### config.mk
export PLATFORM = sky130hd
export DESIGN_NAME = sar_adc_ctrl
export DESIGN_NICKNAME = d
export VERILOG_FILES = /design/src/rtl/sar_adc_pkg.sv /design/src/rtl/sar_adc_ctrl_sync.sv /design/src/rtl/sar_adc_ctrl.sv
export SDC_FILE = /design/constraint.sdc
export NUM_CORES = 1
export LEC_CHECK = 0
export BUFFER_PORTS_ARGS = -buffer_cell sky130_fd_sc_hd__clkbuf_2
export CORE_ASPECT_RATIO = 1.75
export CORE_UTILIZATION = 56
export CTS_CLUSTER_SIZE = 16
export DETAILED_ROUTE_END_ITERATION = 8
export PLACE_DENSITY = 0.87
export SETUP_SLACK_MARGIN = 0.2
export SLEW_MARGIN = 20
export SYNTH_ARGS = -nofsm -noshare
export SYNTH_HDL_FRONTEND = slang
export SYNTH_SLANG_ARGS = --single-unit
### constraint.sdc
create_clock -name clk -period 2.79 [get_ports clk]
set_input_delay 0.4185 -clock clk [delete_from_list [all_inputs] [get_ports clk]]
set_output_delay 0.4185 -clock clk [all_outputs]
set_load 0.1 [all_outputs]
### src/rtl/sar_adc_pkg.sv
// Shared types and timing helpers for the SAR ADC controller.
package sar_adc_pkg;

  typedef enum logic [1:0] {
    IDLE,
    SETTLE,
    DECIDE
  } state_t;

  // Cycles spent on one bit: settling, synchroniser latency, and the decide cycle.
  function automatic int unsigned bit_time(input int unsigned settle_cycles,
                                           input int unsigned sync_stages);
    return settle_cycles + sync_stages + 1;
  endfunction

endpackage

### src/rtl/sar_adc_ctrl_sync.sv
// Reset-cleared flop chain bringing the asynchronous comparator output into clk.
module sync_ff #(
  parameter int unsigned STAGES = 2
) (
  input  logic clk,
  input  logic rst,
  input  logic d,
  output logic q
);

  logic [STAGES-1:0] chain;

  // Shift the asynchronous input through the chain; cleared on reset.
  always_ff @(posedge clk) begin
    if (rst) chain <= '0;
    else     chain <= {chain[STAGES-2:0], d};
  end

  assign q = chain[STAGES-1];

endmodule

### src/rtl/sar_adc_ctrl.sv
// Successive-approximation ADC controller driving an 8-bit R2R DAC and
// reading an external comparator, one bit per step, MSB first.
module sar_adc_ctrl
  import sar_adc_pkg::*;
#(
  parameter int unsigned WIDTH         = 8,
  parameter int unsigned SETTLE_CYCLES = 4,
  parameter int unsigned SYNC_STAGES   = 2
) (
  input  logic             clk,
  input  logic             rst,
  input  logic             start,
  input  logic             cont,
  input  logic             abort,
  input  logic             cmp_in,
  output logic [WIDTH-1:0] dac_code,
  output logic             busy,
  output logic             done,
  output logic [WIDTH-1:0] result
);

  localparam int unsigned T  = bit_time(SETTLE_CYCLES, SYNC_STAGES);
  localparam int unsigned CW = (T > 2) ? $clog2(T) : 1;
  localparam int unsigned BW = (WIDTH > 1) ? $clog2(WIDTH) : 1;

  localparam logic [CW-1:0]    CNT_LOAD = CW'(T - 2);
  localparam logic [BW-1:0]    BIT_TOP  = BW'(WIDTH - 1);
  localparam logic [WIDTH-1:0] MSB_CODE = {1'b1, {(WIDTH-1){1'b0}}};

  state_t           state_q, state_d;
  logic [WIDTH-1:0] code_q, code_d;
  logic [WIDTH-1:0] result_q, result_d;
  logic [BW-1:0]    bit_q, bit_d;
  logic [CW-1:0]    cnt_q, cnt_d;
  logic             busy_q, busy_d;
  logic             done_q, done_d;
  logic             cmp_sync;
  logic [WIDTH-1:0] final_code;
  logic [BW-1:0]    bit_dn;

  sync_ff #(.STAGES(SYNC_STAGES)) u_sync (
    .clk (clk),
    .rst (rst),
    .d   (cmp_in),
    .q   (cmp_sync)
  );

  // State and datapath registers; everything returns to reset values on rst.
  always_ff @(posedge clk) begin
    if (rst) begin
      state_q  <= IDLE;
      code_q   <= '0;
      result_q <= '0;
      bit_q    <= '0;
      cnt_q    <= '0;
      busy_q   <= 1'b0;
      done_q   <= 1'b0;
    end else begin
      state_q  <= state_d;
      code_q   <= code_d;
      result_q <= result_d;
      bit_q    <= bit_d;
      cnt_q    <= cnt_d;
      busy_q   <= busy_d;
      done_q   <= done_d;
    end
  end

  // Next-state and datapath: settle, decide one bit, then load result or restart.
  always_comb begin
    state_d    = state_q;
    code_d     = code_q;
    result_d   = result_q;
    bit_d      = bit_q;
    cnt_d      = cnt_q;
    busy_d     = busy_q;
    done_d     = 1'b0;
    final_code = code_q;
    bit_dn     = bit_q - 1'b1;
    final_code[bit_q] = cmp_sync;

    unique case (state_q)
      IDLE: begin
        code_d = result_q;
        if (start || cont) begin
          code_d  = MSB_CODE;
          bit_d   = BIT_TOP;
          cnt_d   = CNT_LOAD;
          busy_d  = 1'b1;
          state_d = SETTLE;
        end
      end
      SETTLE: begin
        if (cnt_q == '0) state_d = DECIDE;
        else             cnt_d   = cnt_q - 1'b1;
      end
      DECIDE: begin
        if (bit_q != '0) begin
          code_d         = final_code;
          code_d[bit_dn] = 1'b1;
          bit_d          = bit_dn;
          cnt_d          = CNT_LOAD;
          state_d        = SETTLE;
        end else begin
          result_d = final_code;
          done_d   = 1'b1;
          // Continuous mode reloads the MSB trial on the done edge, so the
          // ladder moves straight to the next conversion with no idle cycle.
          if (cont) begin
            code_d  = MSB_CODE;
            bit_d   = BIT_TOP;
            cnt_d   = CNT_LOAD;
            state_d = SETTLE;
          end else begin
            code_d  = final_code;
            busy_d  = 1'b0;
            state_d = IDLE;
          end
        end
      end
      default: state_d = IDLE;
    endcase

    // Abort overrides any completion on the same edge.
    if (abort && state_q != IDLE) begin
      state_d  = IDLE;
      busy_d   = 1'b0;
      done_d   = 1'b0;
      result_d = result_q;
      code_d   = result_q;
    end
  end

  assign dac_code = code_q;
  assign busy     = busy_q;
  assign done     = done_q;
  assign result   = result_q;

endmodule
* Word level (Yosys, flattened, before mapping)
Cells that the tools add are included.
Cells by class: add/sub/neg operators 2, order comparisons 4, equality and inequality tests 8, multiplexer cells 29, bitwise operators 4, reductions and logical operators 18
Operator list (number):
- $mux 8 | 4
- $mux 3 | 7
- $pmux 8 s2 | 1
- $ne 2x2->1 const B | 5
- $pmux 3 s3 | 1
- $reduce_bool 3->1 | 3
- $bwmux 8 | 1
- $lt 3x4->1 const B | 2
- $mux 1 | 8
- $or 8x8->8 | 1
- $reduce_and 4->1 | 2
- $demux 1 s3 | 2
- $ge 3x1->1 const B | 2
- $pmux 2 s3 | 1
- $pmux 3 s2 | 1
- $reduce_and 3->1 | 2
- $sub 3x1->3 const B | 2
- $mux 2 | 2
- $reduce_bool 2->1 | 2
- $logic_and 1x1->1 | 3
- $logic_not 3->1 | 1
- $ne 3x3->1 const B | 1
- $not 1->1 | 3
- $reduce_or 3->1 | 1
- other kinds (7) | 7
Word-level totals: bits in registers 28, input bits 6, output and inout port bits 18, logic and storage cells 73

* Longest topological paths before layout
Gate-level depths: netlist of run 1.
depth in word-level cells 9, mapped depth 8, depth with buffers taken out 6

* Modules after synthesis
From an unflattened synthesis of run 1, not the netlist that was laid out.
Second synthesis, totals: cell total of the unflattened synthesis 172, area total of the unflattened synthesis 1500.2 um^2
By module, submodules not included:
- sar_adc_ctrl | times used 1, cells each 168, area an instance 1447.6 um^2
- sync_ff | times used 1, cells each 4, area an instance 52.6 um^2

* Worst setup path before layout of run 1
Ideal clock, no wire load.
kind register to register, from reg bit_q[0], to reg code_q[0], in the netlist dac_code[0], arrival time 1.879 ns, path slack 0.836 ns, stages on the path, launching flop included 8, path buffers 1, period minus slack after synthesis 1.954 ns, cells stage by stage dfxtp_1 clkbuf_1 inv_1 ha_1 or3_1 a2111oi_0 a21oi_1 a31oi_1
Between the ends: longest elaborated chain between the ends 9
Ends and longest elaborated chain:
- from (decl) | RTL line sar_adc_ctrl.sv:33 | logic [BW-1:0] bit_q, bit_d;
- from (signal assigned) | RTL line sar_adc_ctrl.sv:62 | bit_q <= bit_d;
- $sub 3x1->3, or another cell as far along | RTL line sar_adc_ctrl.sv:79 | bit_dn = bit_q - 1'b1;
- $lt 3x4->1 (implied by the code), or another cell as far along | RTL line sar_adc_ctrl.sv:100 | code_d[bit_dn] = 1'b1;
- $logic_and 1x1->1 (implied by the code) / $mux 1 (equally long branches) | RTL line sar_adc_ctrl.sv:100, sar_adc_ctrl.sv:80
- $mux 1 (implied by the code) / $demux 1 s3 (equally long branches) | RTL line sar_adc_ctrl.sv:100, sar_adc_ctrl.sv:80
- $demux 1 s3 / $bwmux 8 (equally long branches) | RTL line sar_adc_ctrl.sv:100, sar_adc_ctrl.sv:80
- $or 8x8->8 (no source line) / $mux 8 (equally long branches)
- $mux 8 * | RTL line sar_adc_ctrl.sv:98 | if (bit_q != '0) begin
- $pmux 8 s2 * | RTL line sar_adc_ctrl.sv:82 | unique case (state_q)
- $mux 8 * | RTL line sar_adc_ctrl.sv:125 | if (abort && state_q != IDLE) begin
- to (signal assigned) | RTL line sar_adc_ctrl.sv:60 | code_q <= code_d;
- to (decl) | RTL line sar_adc_ctrl.sv:31 | logic [WIDTH-1:0] code_q, code_d;
Mark *: on every way between the ends. The rest lies on a longest branch, timed or not. A chain may end at the register's enable or synchronous reset.

* Worst setup path in the final report of run 1
Same ends and word-level chain as after synthesis.

==> run_summary.xml, run 1 <==
<?xml version="1.0" encoding="UTF-8"?>
<metrics>
  <group name="status">
    <metric name="outcome" unit="">finished clean</metric>
  </group>
  <group name="synth">
    <metric name="synth.mux.area_fraction" unit="%">8.07</metric>
    <metric name="yosys-top-cells-count" unit="">28 x sky130_fd_sc_hd__dfxtp_1, 15 x sky130_fd_sc_hd__nor2_1, 10 x sky130_fd_sc_hd__a21oi_1, 10 x sky130_fd_sc_hd__o21ai_0, 9 x sky130_fd_sc_hd__nand2_1</metric>
    <metric name="ys_seq_area_share" unit="%">35.1</metric>
    <metric name="ffs_w_async_s_r_synth" unit="%">0</metric>
    <metric name="postSynthCellCount" unit="">180</metric>
    <metric name="edff_count_synth" unit="">0</metric>
    <metric name="yosys.cell_types.count" unit="">47</metric>
    <metric name="synth_compound_area_share" unit="%">22.6</metric>
    <metric name="yosys.area_share.adder" unit="%">3.13</metric>
    <metric name="syn_area" unit="mm²">0.00160</metric>
    <metric name="syn_avg_cell_area" unit="µm²">8.88</metric>
    <metric name="yosys.area.top_type" unit="">sky130_fd_sc_hd__dfxtp_1</metric>
    <metric name="postSynthNetCount" unit="">190</metric>
    <metric name="post-synth-top-count-cell" unit="">sky130_fd_sc_hd__dfxtp_1</metric>
    <metric name="synth_simple_gate_area_share" unit="%">24.3</metric>
    <metric name="ys_ff_latch" unit="">28</metric>
    <metric name="yosys.area.top_type_share" unit="%">35.1</metric>
    <metric name="yosysWarningCount" unit="">0</metric>
    <metric name="yosys.area_share.xor_xnor" unit="%">1.02</metric>
    <metric name="combinational_family_with_the_most_area_after_synthesis" unit="">simple AND/OR/NAND/NOR gates</metric>
    <metric name="most_instantiated_flip_flop_cell_in_the_synthesis_netlist" unit="">sky130_fd_sc_hd__dfxtp_1</metric>
    <metric name="synth.area.top_cells" unit="">sky130_fd_sc_hd__dfxtp_1 35%, sky130_fd_sc_hd__mux2_2 4.2%, sky130_fd_sc_hd__nor2_1 3.5%</metric>
  </group>
  <group name="min_path">
    <metric name="hold_path_depth" unit="">2</metric>
    <metric name="timing.hold.worst.start" unit="">cmp_in</metric>
    <metric name="hold_class" unit="">in2reg</metric>
    <metric name="hold-path-endpoint" unit="">u_sync.chain[0]</metric>
  </group>
  <group name="cts">
    <metric name="tritoncts" unit="">done</metric>
    <metric name="worstSkewPairLatency" unit="ns">0.28</metric>
    <metric name="post_cts_setup_bufs" unit="">0</metric>
    <metric name="cts_max_level" unit="">1</metric>
    <metric name="postCtsHoldBufs" unit="">0</metric>
    <metric name="cts_root_buffer" unit="">sky130_fd_sc_hd__clkbuf_8</metric>
    <metric name="cts_buffers" unit="">3</metric>
    <metric name="clkSinkCount" unit="">28</metric>
    <metric name="cts_resized" unit="">0</metric>
    <metric name="cts.path.max_buffers" unit="">2</metric>
    <metric name="clock_transition_time_at_the_flip_flop_clock_pins_of_the_worst_setup_and_hold_paths" unit="ns">0.10</metric>
  </group>
  <group name="drt">
    <metric name="wl" unit="mm">3.75</metric>
    <metric name="firstDrtPassIters" unit="">4</metric>
    <metric name="route.detailed.drc" unit="">0</metric>
    <metric name="drt-vias-per-instance" unit="">6.34</metric>
    <metric name="drtAntennaViolNets" unit="">0</metric>
    <metric name="route.vias.total" unit="">1407</metric>
    <metric name="routed_wire_length_per_instance" unit="µm">16.9</metric>
    <metric name="drt_iter0_drc" unit="">44</metric>
  </group>
  <group name="global_routing">
    <metric name="largest_net_degree_at_the_start_of_global_routing" unit="">24</metric>
    <metric name="grt_antenna_before_repair" unit="">0</metric>
    <metric name="grt_pass1_vias" unit="">1402</metric>
    <metric name="grt.total_usage" unit="%">26.4</metric>
    <metric name="grt_remaining_overflow" unit="">0</metric>
    <metric name="grt_pass1_wl" unit="mm">6.28</metric>
  </group>
  <group name="power">
    <metric name="seq_power_share" unit="%">42.5</metric>
    <metric name="internal-power" unit="mW">0.724</metric>
    <metric name="leakagePower" unit="nW">0.673</metric>
    <metric name="fin_total_pwr" unit="mW">1.12</metric>
    <metric name="vdd_ir_drop_max" unit="mV">0.430</metric>
    <metric name="pwr_density_cell" unit="mW/mm²">636</metric>
    <metric name="clock_power_share" unit="%">28.9</metric>
    <metric name="power.net_switching" unit="mW">0.391</metric>
    <metric name="combPwrFrac" unit="%">28.6</metric>
    <metric name="power.switching_fraction" unit="%">35.1</metric>
  </group>
  <group name="worst_setup_path">
    <metric name="critical_path_arrival" unit="ns">2.34</metric>
    <metric name="crit_path_cell_trace" unit="">inv_1, ha_1, or3_1, a2111oi_0, a21oi_1, a31oi_1</metric>
    <metric name="reg2reg_to" unit="">dac_code[0]</metric>
    <metric name="crit-reg2reg-launch" unit="">bit_q[0]</metric>
    <metric name="critPathRequiredTime" unit="ns">3.00</metric>
    <metric name="endpoint_kind" unit="">flop</metric>
    <metric name="critical_path.startpoint_type" unit="">flop</metric>
    <metric name="crit_buf_inv" unit="">1</metric>
    <metric name="r2r_cells" unit="">6</metric>
    <metric name="max_stage_delay" unit="ns">0.54</metric>
    <metric name="timing.setup.critical_path_class" unit="">reg2reg</metric>
    <metric name="regToRegSetupSlack" unit="ns">0.66</metric>
    <metric name="critical_path.slowest_cell" unit="">sky130_fd_sc_hd__dfxtp_1</metric>
    <metric name="crit_path_max_fanout" unit="">12</metric>
    <metric name="critical-path-top-delay-family" unit="">compound AO/OA/AOI/OAI gates</metric>
  </group>
  <group name="placement">
    <metric name="detailed_place_hpwl" unit="mm">2.73</metric>
    <metric name="io_buffers" unit="">23</metric>
    <metric name="gp_congestion" unit="">0.869</metric>
  </group>
  <group name="floorplan">
    <metric name="core_region_area" unit="mm²">0.00269</metric>
    <metric name="initial_core_util" unit="%">59.4</metric>
    <metric name="ios" unit="">24</metric>
    <metric name="chipWidth" unit="µm">42.4</metric>
    <metric name="placementRows" unit="">25</metric>
    <metric name="die_ar" unit="mm²">0.00308</metric>
    <metric name="die_y" unit="µm">72.7</metric>
  </group>
  <group name="sta">
    <metric name="finalClockSkew" unit="ns">0.00371</metric>
    <metric name="setup-tns-final" unit="ns">0</metric>
    <metric name="worst_slew_pin_slew" unit="ns">0.585</metric>
    <metric name="period_share" unit="%">76.4</metric>
    <metric name="fmax" unit="MHz">469</metric>
    <metric name="layout_min_cycle_time" unit="ns">2.13</metric>
    <metric name="setup_viol" unit="">0</metric>
    <metric name="maxSlewViolCount" unit="">0</metric>
    <metric name="rsz0062_at_grt" unit="">no</metric>
    <metric name="max_slew_margin" unit="%">60.9</metric>
    <metric name="timing.final.hold_violations" unit="">0</metric>
  </group>
  <group name="finish">
    <metric name="drive_above_1_share" unit="%">21.0</metric>
    <metric name="nFillCells" unit="">216</metric>
    <metric name="final_net_count" unit="">206</metric>
    <metric name="area_delta_synth_final" unit="%">9.87</metric>
    <metric name="num_antenna_cells" unit="">0</metric>
  </group>
  <group name="flow_run">
    <metric name="drv.max_cap_violation_count" unit="">0</metric>
  </group>
</metrics>
==> power groups by stage <==
| stage | sequential [mW] | clock, mW | combinational (mW) |
|---|---|---|---|
| 2_1_floorplan | 0.522 | 0 | 0.219 |
| 3_3_place_gp | 0.478 | 0 | 0.304 |
| 3_5_place_dp | 0.481 | 0 | 0.316 |
| 4_1_cts | 0.472 | 0.327 | 0.319 |
| 5_1_grt | 0.481 | 0.340 | 0.345 |
| 6_report | 0.474 | 0.322 | 0.319 |
==> cells in the final DEF, fill, tap and decap left out, types with 6 or more instances in the layout <==
cell and instances:
sky130_fd_sc_hd__clkbuf_2 23, sky130_fd_sc_hd__nand2b_1 7, sky130_fd_sc_hd__nand2_1 9, sky130_fd_sc_hd__o21ai_0 10
sky130_fd_sc_hd__mux2_2 6, sky130_fd_sc_hd__nor3_1 8, sky130_fd_sc_hd__dfxtp_1 28, sky130_fd_sc_hd__inv_1 8
sky130_fd_sc_hd__a21oi_1 10, sky130_fd_sc_hd__nor2_1 15
==> kinds of logic after synthesis <==
logic type               count (synthesis)
flip-flops                              28
buffers and inverters                   20
AND/OR/NAND/NOR                         66
adder cells (fa/ha/maj)                  4
XOR/XNOR                                 1
multiplexers                            12
AO/OA/AOI/OAI                           49
==> metrics by stage <==
| stage | cell area, µm² | utilization [%] | cells | setup WS [ns] | hold slack, ns |
|---|---|---|---|---|---|
| 3_3_place_gp | 1680 | 62.6 | 218 | 0.869 | 0.418 |
| 6_report | 1760 | 65.3 | 222 | 0.658 | 0.342 |
| 4_1_cts | 1760 | 65.3 | 222 | 0.687 | 0.343 |
| 3_5_place_dp | 1680 | 62.6 | 218 | 0.710 | 0.429 |
| 5_1_grt | 1760 | 65.3 | 222 | 0.429 | 0.361 |
| 2_1_floorplan | 1600 | - | 180 | 0.836 | 0.414 |
==> worst max path at each step <==
stage,start,end,slack (ns),cells after the start
floorplan,bit_q[0],dac_code[0],0.84,7
CTS,bit_q[0],dac_code[0],0.69,6
global placement,bit_q[0],dac_code[7],0.87,6
global route,bit_q[0],dac_code[0],0.43,6
detailed placement,bit_q[0],dac_code[0],0.71,6
finish,bit_q[0],dac_code[0],0.66,6
==> area by class of cell <==
| type | instances | area [µm²] | share of cell area (%) |
|---|---|---|---|
| Tap cell | 27 | 33.8 | 1.92 |
| Timing Repair Buffer | 23 | 115 | 6.56 |
| Clock buffer | 3 | 41.3 | 2.35 |
| Multi-Input combinational cell | 132 | 945 | 53.8 |
| Clock inverter | 1 | 30.0 | 1.71 |
| Sequential cell | 28 | 561 | 31.9 |
| Inverter | 8 | 30.0 | 1.71 |
==> flip-flops by register name (all words and copies together) (netlist names) <==
| name | cells |
|---|---|
| bit_q | 3 |
| done | 1 |
| result | 8 |
| u_sync.chain | 2 |
| state_q | 2 |
| dac_code | 8 |
| busy | 1 |
| cnt_q | 3 |
==> layer usage <==
| layer | vias to the layer above | wire, µm | global-route usage [%] | part of all wire, % |
|---|---|---|---|---|
| met3 | 15 | 152 | 2.72 | 4.1 |
| li1 | 687 | - | - | - |
| met1 | 663 | 1370 | 28.1 | 37 |
| met5 | - | 0 | 0 | 0 |
| met2 | 42 | 2080 | 47.2 | 55 |
| met4 | 0 | 149 | 18.8 | 4.0 |
Power figures use the tool's default switching activity.
==> run 2: changes to the inputs <==
--- a/config.mk
+++ b/config.mk
@@ -7,10 +7,10 @@
 export LEC_CHECK = 0
 export BUFFER_PORTS_ARGS = -buffer_cell sky130_fd_sc_hd__clkbuf_2
 export CORE_ASPECT_RATIO = 1.75
-export CORE_UTILIZATION = 56
+export CORE_UTILIZATION = 50
 export CTS_CLUSTER_SIZE = 16
 export DETAILED_ROUTE_END_ITERATION = 8
-export PLACE_DENSITY = 0.87
+export PLACE_DENSITY = 0.82
 export SETUP_SLACK_MARGIN = 0.2
 export SLEW_MARGIN = 20
 export SYNTH_ARGS = -nofsm -noshare
==> constraint.sdc (replaced) <==
create_clock -name clk -period 1.95 [get_ports clk]
set_input_delay 0.2925 -clock clk [delete_from_list [all_inputs] [get_ports clk]]
set_output_delay 0.2925 -clock clk [all_outputs]
set_load 0.1 [all_outputs]
==> run_summary.xml, run 2 (synthesis results as in run 1) <==
<?xml version="1.0" encoding="UTF-8"?>
<metrics>
  <group name="placement">
    <metric name="detailed_place_hpwl" unit="mm">2.71</metric>
    <metric name="io_buffers" unit="">23</metric>
    <metric name="dp_slack" unit="ns">0.203</metric>
    <metric name="gp_congestion" unit="">0.851</metric>
    <metric name="placed_instances" unit="">244</metric>
  </group>
  <group name="floorplan">
    <metric name="die_ar" unit="mm²">0.00343</metric>
    <metric name="core_region_area" unit="mm²">0.00299</metric>
    <metric name="ios" unit="">24</metric>
    <metric name="chipWidth" unit="µm">44.7</metric>
    <metric name="die_y" unit="µm">76.8</metric>
    <metric name="placementRows" unit="">26</metric>
    <metric name="initial_core_util" unit="%">53.4</metric>
  </group>
  <group name="sta">
    <metric name="period_share" unit="%">85.0</metric>
    <metric name="rsz0062_at_grt" unit="">yes</metric>
    <metric name="fin_ws" unit="ns">0.292</metric>
    <metric name="setup-tns-final" unit="ns">0</metric>
    <metric name="timing.final.hold_violations" unit="">0</metric>
    <metric name="max_slew_margin" unit="%">56.6</metric>
    <metric name="worst_slew_pin_slew" unit="ns">0.650</metric>
    <metric name="setup_viol" unit="">0</metric>
    <metric name="fmax" unit="MHz">603</metric>
    <metric name="hold_slack" unit="ns">0.217</metric>
    <metric name="layout_min_cycle_time" unit="ns">1.66</metric>
    <metric name="finalClockSkew" unit="ns">0.00453</metric>
    <metric name="maxSlewViolCount" unit="">0</metric>
  </group>
  <group name="status">
    <metric name="outcome" unit="">finished clean</metric>
  </group>
  <group name="global_routing">
    <metric name="grt_remaining_overflow" unit="">0</metric>
    <metric name="grt_antenna_before_repair" unit="">0</metric>
    <metric name="grt_pass1_vias" unit="">1360</metric>
    <metric name="grt_pass1_wl" unit="mm">6.38</metric>
    <metric name="largest_net_degree_at_the_start_of_global_routing" unit="">17</metric>
    <metric name="grt.total_usage" unit="%">24.0</metric>
  </group>
  <group name="cts">
    <metric name="cts_max_level" unit="">1</metric>
    <metric name="cts_buffers" unit="">3</metric>
    <metric name="clock_transition_time_at_the_flip_flop_clock_pins_of_the_worst_setup_and_hold_paths" unit="ns">0.10</metric>
    <metric name="cts_root_buffer" unit="">sky130_fd_sc_hd__clkbuf_8</metric>
    <metric name="clkSinkCount" unit="">28</metric>
    <metric name="post_cts_setup_bufs" unit="">0</metric>
    <metric name="tritoncts" unit="">done</metric>
    <metric name="cts.path.max_buffers" unit="">2</metric>
    <metric name="worstSkewPairLatency" unit="ns">0.28</metric>
  </group>
  <group name="worst_setup_path">
    <metric name="crit_path_cell_trace" unit="">inv_2, ha_4, or3_4, a2111oi_4, a21oi_1, a31oi_1</metric>
    <metric name="crit_buf_inv" unit="">1</metric>
    <metric name="timing.setup.critical_path_class" unit="">reg2reg</metric>
    <metric name="endpoint_kind" unit="">flop</metric>
    <metric name="critical-path-top-delay-family" unit="">compound AO/OA/AOI/OAI gates</metric>
    <metric name="critical_path.startpoint_type" unit="">flop</metric>
    <metric name="crit_path_max_fanout" unit="">5</metric>
    <metric name="critical_path_arrival" unit="ns">1.87</metric>
    <metric name="critPathRequiredTime" unit="ns">2.16</metric>
    <metric name="critical_path.slowest_cell" unit="">sky130_fd_sc_hd__or3_4</metric>
    <metric name="max_stage_delay" unit="ns">0.38</metric>
  </group>
  <group name="finish">
    <metric name="area_delta_synth_final" unit="%">20.2</metric>
    <metric name="num_antenna_cells" unit="">0</metric>
    <metric name="post_layout_nonfiller_instances" unit="">248</metric>
    <metric name="drive_above_1_share" unit="%">30.6</metric>
    <metric name="mostFrequentLayoutCells" unit="">25 x sky130_fd_sc_hd__dfxtp_1, 23 x sky130_fd_sc_hd__clkbuf_2, 15 x sky130_fd_sc_hd__nor2_1</metric>
    <metric name="layout_commonest_cell" unit="">sky130_fd_sc_hd__dfxtp_1</metric>
    <metric name="final_net_count" unit="">217</metric>
  </group>
  <group name="drt">
    <metric name="drt-vias-per-instance" unit="">5.97</metric>
    <metric name="wl" unit="mm">3.93</metric>
    <metric name="detailroute.wirelength.met2" unit="mm">2.09</metric>
    <metric name="routed_wire_length_per_instance" unit="µm">15.9</metric>
    <metric name="sum_of_routed_wire_segments_on_met1" unit="mm">1.52</metric>
    <metric name="drt_iter0_drc" unit="">83</metric>
    <metric name="firstDrtPassIters" unit="">4</metric>
    <metric name="highest-signal-layer" unit="">met4</metric>
    <metric name="wl_met3" unit="µm">199</metric>
    <metric name="route.vias.total" unit="">1481</metric>
    <metric name="drtAntennaViolNets" unit="">0</metric>
    <metric name="route.detailed.drc" unit="">0</metric>
  </group>
  <group name="power">
    <metric name="power.net_switching" unit="mW">0.593</metric>
    <metric name="leakagePower" unit="nW">0.732</metric>
    <metric name="seq_power_share" unit="%">38.8</metric>
    <metric name="pwr_density_cell" unit="mW/mm²">879</metric>
    <metric name="combPwrFrac" unit="%">33.9</metric>
    <metric name="vdd_ir_drop_max" unit="mV">0.580</metric>
    <metric name="power.switching_fraction" unit="%">35.1</metric>
    <metric name="fin_total_pwr" unit="mW">1.69</metric>
    <metric name="internal-power" unit="mW">1.09</metric>
    <metric name="clock_power_share" unit="%">27.4</metric>
  </group>
  <group name="min_path">
    <metric name="hold_class" unit="">in2reg</metric>
  </group>
  <group name="flow_run">
    <metric name="drv.max_cap_violation_count" unit="">0</metric>
  </group>
</metrics>
==> run 2: final timing paths <==
path | cells past startpoint | startpoint | slack [ns] | endpoint
setup / recovery | 6 | bit_q[1] | 0.29 | dac_code[0]
hold / removal | 2 | cmp_in | 0.22 | u_sync.chain[0]
setup reg to reg | 6 | bit_q[1] | 0.29 | dac_code[0]
hold reg to reg | 1 | u_sync.chain[0] | 0.45 | u_sync.chain[1]
==> run 2: timing repair <==
| item | in CTS | in global routing |
|---|---|---|
| endpoints found under the setup margin | 1 | 9 |
| hold buffers | 0 | 0 |
| gates cloned | 0 | 0 |
| resized for setup | 2 | 9 |
| pin swaps | 0 | 2 |
==> run 2: stage by stage <==
step	util, %	area (µm²)
after floorplan	-	1620
after global placement	60.0	1800
after detailed placement	60.0	1800
after CTS	62.9	1880
after global routing	64.2	1920
final	64.2	1920
==> run 2: final cells by class <==
cell class / count / area, µm²
repair buffers: 34 / 198
clock inverters: 1 / 30.0
clock buffers: 3 / 41.3
inverters: 8 / 30.0
multi-input cells: 132 / 1000
well taps: 42 / 52.6
flip-flops and latches: 28 / 564
fillers: 277 / 1070
==> run 2: power by group through the flow <==
stage / registers (mW) / clock network, mW / logic, mW
2_1_floorplan: 0.747 / 0 / 0.326
3_3_place_gp: 0.662 / 0 / 0.520
3_5_place_dp: 0.663 / 0 / 0.528
4_1_cts: 0.652 / 0.475 / 0.537
5_1_grt: 0.660 / 0.489 / 0.608
6_report: 0.654 / 0.462 / 0.571
==> run 2: routing by layer <==
| layer | vias to the layer above | GRT usage (%) |
|---|---|---|
| met1 | 707 | 29.4 |
| met3 | 10 | 2.59 |
| met5 | - | 0 |
| met2 | 57 | 40.3 |
| li1 | 707 | - |
| met4 | 0 | 10.6 |
==> run 3: changes to the inputs <==
--- a/config.mk
+++ b/config.mk
@@ -7,10 +7,10 @@
 export LEC_CHECK = 0
 export BUFFER_PORTS_ARGS = -buffer_cell sky130_fd_sc_hd__clkbuf_2
 export CORE_ASPECT_RATIO = 1.75
-export CORE_UTILIZATION = 50
+export CORE_UTILIZATION = 35
 export CTS_CLUSTER_SIZE = 16
 export DETAILED_ROUTE_END_ITERATION = 8
-export PLACE_DENSITY = 0.82
+export PLACE_DENSITY = 0.63
 export SETUP_SLACK_MARGIN = 0.2
 export SLEW_MARGIN = 20
 export SYNTH_ARGS = -nofsm -noshare
==> constraint.sdc (replaced) <==
create_clock -name clk -period 1.95 [get_ports clk]
set_input_delay 0.2925 -clock clk [delete_from_list [all_inputs] [get_ports clk]]
set_output_delay 0.2925 -clock clk [all_outputs]
set_load 0.02 [all_outputs]
==> run_summary.xml, run 3 (synthesis results as in run 1) <==
<?xml version="1.0" encoding="UTF-8"?>
<metrics>
  <group name="sta">
    <metric name="period_share" unit="%">85.4</metric>
    <metric name="max_slew_margin" unit="%">72.4</metric>
    <metric name="setup-tns-final" unit="ns">0</metric>
    <metric name="timing.final.hold_violations" unit="">0</metric>
    <metric name="rsz0062_at_grt" unit="">no</metric>
    <metric name="maxSlewViolCount" unit="">0</metric>
    <metric name="setup_viol" unit="">0</metric>
    <metric name="fin_ws" unit="ns">0.285</metric>
    <metric name="hold_slack" unit="ns">0.221</metric>
    <metric name="layout_min_cycle_time" unit="ns">1.67</metric>
    <metric name="fmax" unit="MHz">600</metric>
    <metric name="finalClockSkew" unit="ns">0.00318</metric>
    <metric name="worst_slew_pin_slew" unit="ns">0.414</metric>
  </group>
  <group name="finish">
    <metric name="mostFrequentLayoutCells" unit="">27 x sky130_fd_sc_hd__dfxtp_1, 23 x sky130_fd_sc_hd__clkbuf_2, 15 x sky130_fd_sc_hd__nor2_1</metric>
    <metric name="fin_util" unit="%">43.4</metric>
    <metric name="drive_above_1_share" unit="%">28.6</metric>
    <metric name="final_cell_area" unit="mm²">0.00191</metric>
    <metric name="area_delta_synth_final" unit="%">19.7</metric>
    <metric name="num_antenna_cells" unit="">0</metric>
    <metric name="layout_commonest_cell" unit="">sky130_fd_sc_hd__dfxtp_1</metric>
    <metric name="post_layout_nonfiller_instances" unit="">257</metric>
    <metric name="final_net_count" unit="">217</metric>
  </group>
  <group name="cts">
    <metric name="postCtsHoldBufs" unit="">0</metric>
    <metric name="tritoncts" unit="">done</metric>
    <metric name="post_cts_setup_bufs" unit="">0</metric>
    <metric name="cts.path.max_buffers" unit="">2</metric>
    <metric name="worstSkewPairLatency" unit="ns">0.28</metric>
    <metric name="cts_buffers" unit="">3</metric>
    <metric name="cts_max_level" unit="">1</metric>
    <metric name="cts_root_buffer" unit="">sky130_fd_sc_hd__clkbuf_8</metric>
    <metric name="clock_transition_time_at_the_flip_flop_clock_pins_of_the_worst_setup_and_hold_paths" unit="ns">0.10</metric>
    <metric name="clkSinkCount" unit="">28</metric>
  </group>
  <group name="power">
    <metric name="leakagePower" unit="nW">0.732</metric>
    <metric name="fin_total_pwr" unit="mW">1.59</metric>
    <metric name="pwr_density_cell" unit="mW/mm²">832</metric>
    <metric name="vdd_ir_drop_max" unit="mV">0.429</metric>
  </group>
  <group name="global_routing">
    <metric name="grt_pass1_vias" unit="">1414</metric>
    <metric name="grt_remaining_overflow" unit="">0</metric>
    <metric name="grt_pass1_wl" unit="mm">6.27</metric>
    <metric name="largest_net_degree_at_the_start_of_global_routing" unit="">18</metric>
    <metric name="grt_antenna_before_repair" unit="">0</metric>
    <metric name="grt.total_usage" unit="%">17.5</metric>
  </group>
  <group name="floorplan">
    <metric name="initial_core_util" unit="%">36.3</metric>
    <metric name="die_ar" unit="mm²">0.00485</metric>
    <metric name="ios" unit="">24</metric>
    <metric name="chipWidth" unit="µm">53.1</metric>
    <metric name="die_y" unit="µm">91.4</metric>
    <metric name="core_region_area" unit="mm²">0.00440</metric>
    <metric name="placementRows" unit="">32</metric>
  </group>
  <group name="placement">
    <metric name="dp_slack" unit="ns">0.178</metric>
    <metric name="detailed_place_hpwl" unit="mm">2.94</metric>
    <metric name="io_buffers" unit="">23</metric>
    <metric name="placed_instances" unit="">253</metric>
    <metric name="placed_instance_area" unit="mm²">0.00181</metric>
    <metric name="gp_congestion" unit="">0.872</metric>
  </group>
  <group name="worst_setup_path">
    <metric name="critical_path.startpoint" unit="">bit_q[0]</metric>
    <metric name="crit-reg2reg-launch" unit="">bit_q[0]</metric>
    <metric name="crit_path_max_fanout" unit="">5</metric>
    <metric name="critPathRequiredTime" unit="ns">2.16</metric>
    <metric name="regToRegSetupSlack" unit="ns">0.28</metric>
    <metric name="critical_path.startpoint_type" unit="">flop</metric>
    <metric name="critical_path_arrival" unit="ns">1.87</metric>
    <metric name="endpoint_kind" unit="">flop</metric>
    <metric name="timing.setup.critical_path_class" unit="">reg2reg</metric>
  </group>
  <group name="flow_run">
    <metric name="drv.max_cap_violation_count" unit="">0</metric>
  </group>
  <group name="min_path">
    <metric name="hold_class" unit="">in2reg</metric>
    <metric name="timing.hold.worst.start" unit="">cmp_in</metric>
  </group>
  <group name="drt">
    <metric name="route.vias.total" unit="">1429</metric>
    <metric name="drt-vias-per-instance" unit="">5.56</metric>
    <metric name="routed_wire_length_per_instance" unit="µm">15.8</metric>
    <metric name="drt_iter0_drc" unit="">47</metric>
    <metric name="route.detailed.drc" unit="">0</metric>
    <metric name="drtAntennaViolNets" unit="">0</metric>
    <metric name="firstDrtPassIters" unit="">4</metric>
    <metric name="wl" unit="mm">4.07</metric>
  </group>
  <group name="status">
    <metric name="outcome" unit="">finished clean</metric>
  </group>
</metrics>
## run 3: cell counts in the layout (fill, tap and decap cells not counted)
Identical to the previous run, type by type.
## run 3: path summary, 6_finish.rpt
kind	to	depth (start not counted)
worst max-delay path	dac_code[0]	6
worst min-delay path	u_sync.chain[0]	2
worst max register to register	dac_code[0]	6
worst min register to register	cnt_q[0]	1
## run 3: layout make-up
type	count	area (µm²)
inverter	8	30.0
multi-input combinational	132	988
tap	51	63.8
clock inverter	1	30.0
timing repair buffer	34	198
fill	475	2490
sequential	28	562
clock buffer	3	41.3
## run 3: metal layers
| layer | GRT usage, % | up-vias | share of wire (%) |
|---|---|---|---|
| li1 | - | 708 | - |
| met1 | 19.5 | 671 | 39 |
| met2 | 31.1 | 40 | 53 |
| met3 | 1.84 | 10 | 4.8 |
| met4 | 8.33 | 0 | 2.8 |
| met5 | 0 | - | 0 |
## run 3: worst max-delay path: stages (launching register included)
cell and delay, ns:
sky130_fd_sc_hd__dfxtp_1 0.34, sky130_fd_sc_hd__inv_1 0.09, sky130_fd_sc_hd__ha_2 0.25, sky130_fd_sc_hd__or3_1 0.36, sky130_fd_sc_hd__a2111oi_4 0.31, sky130_fd_sc_hd__a21oi_1 0.08, sky130_fd_sc_hd__a31oi_1 0.15
## run 3: repair_timing
action | in CTS | in global routing
pin swaps | 1 | 1
endpoints found under the setup margin | 1 | 15
gates resized for setup | 0 | 7
## run 3: power breakdown
| part | switching, mW | internal, mW | total (mW) | leakage (nW) |
|---|---|---|---|---|
| combinational | 0.276 | 0.193 | 0.469 | 0.467 |
| sequential | 0.0406 | 0.616 | 0.656 | 0.229 |
| clock | 0.191 | 0.275 | 0.466 | 0.0357 |
| total | 0.508 | 1.08 | 1.59 | 0.732 |
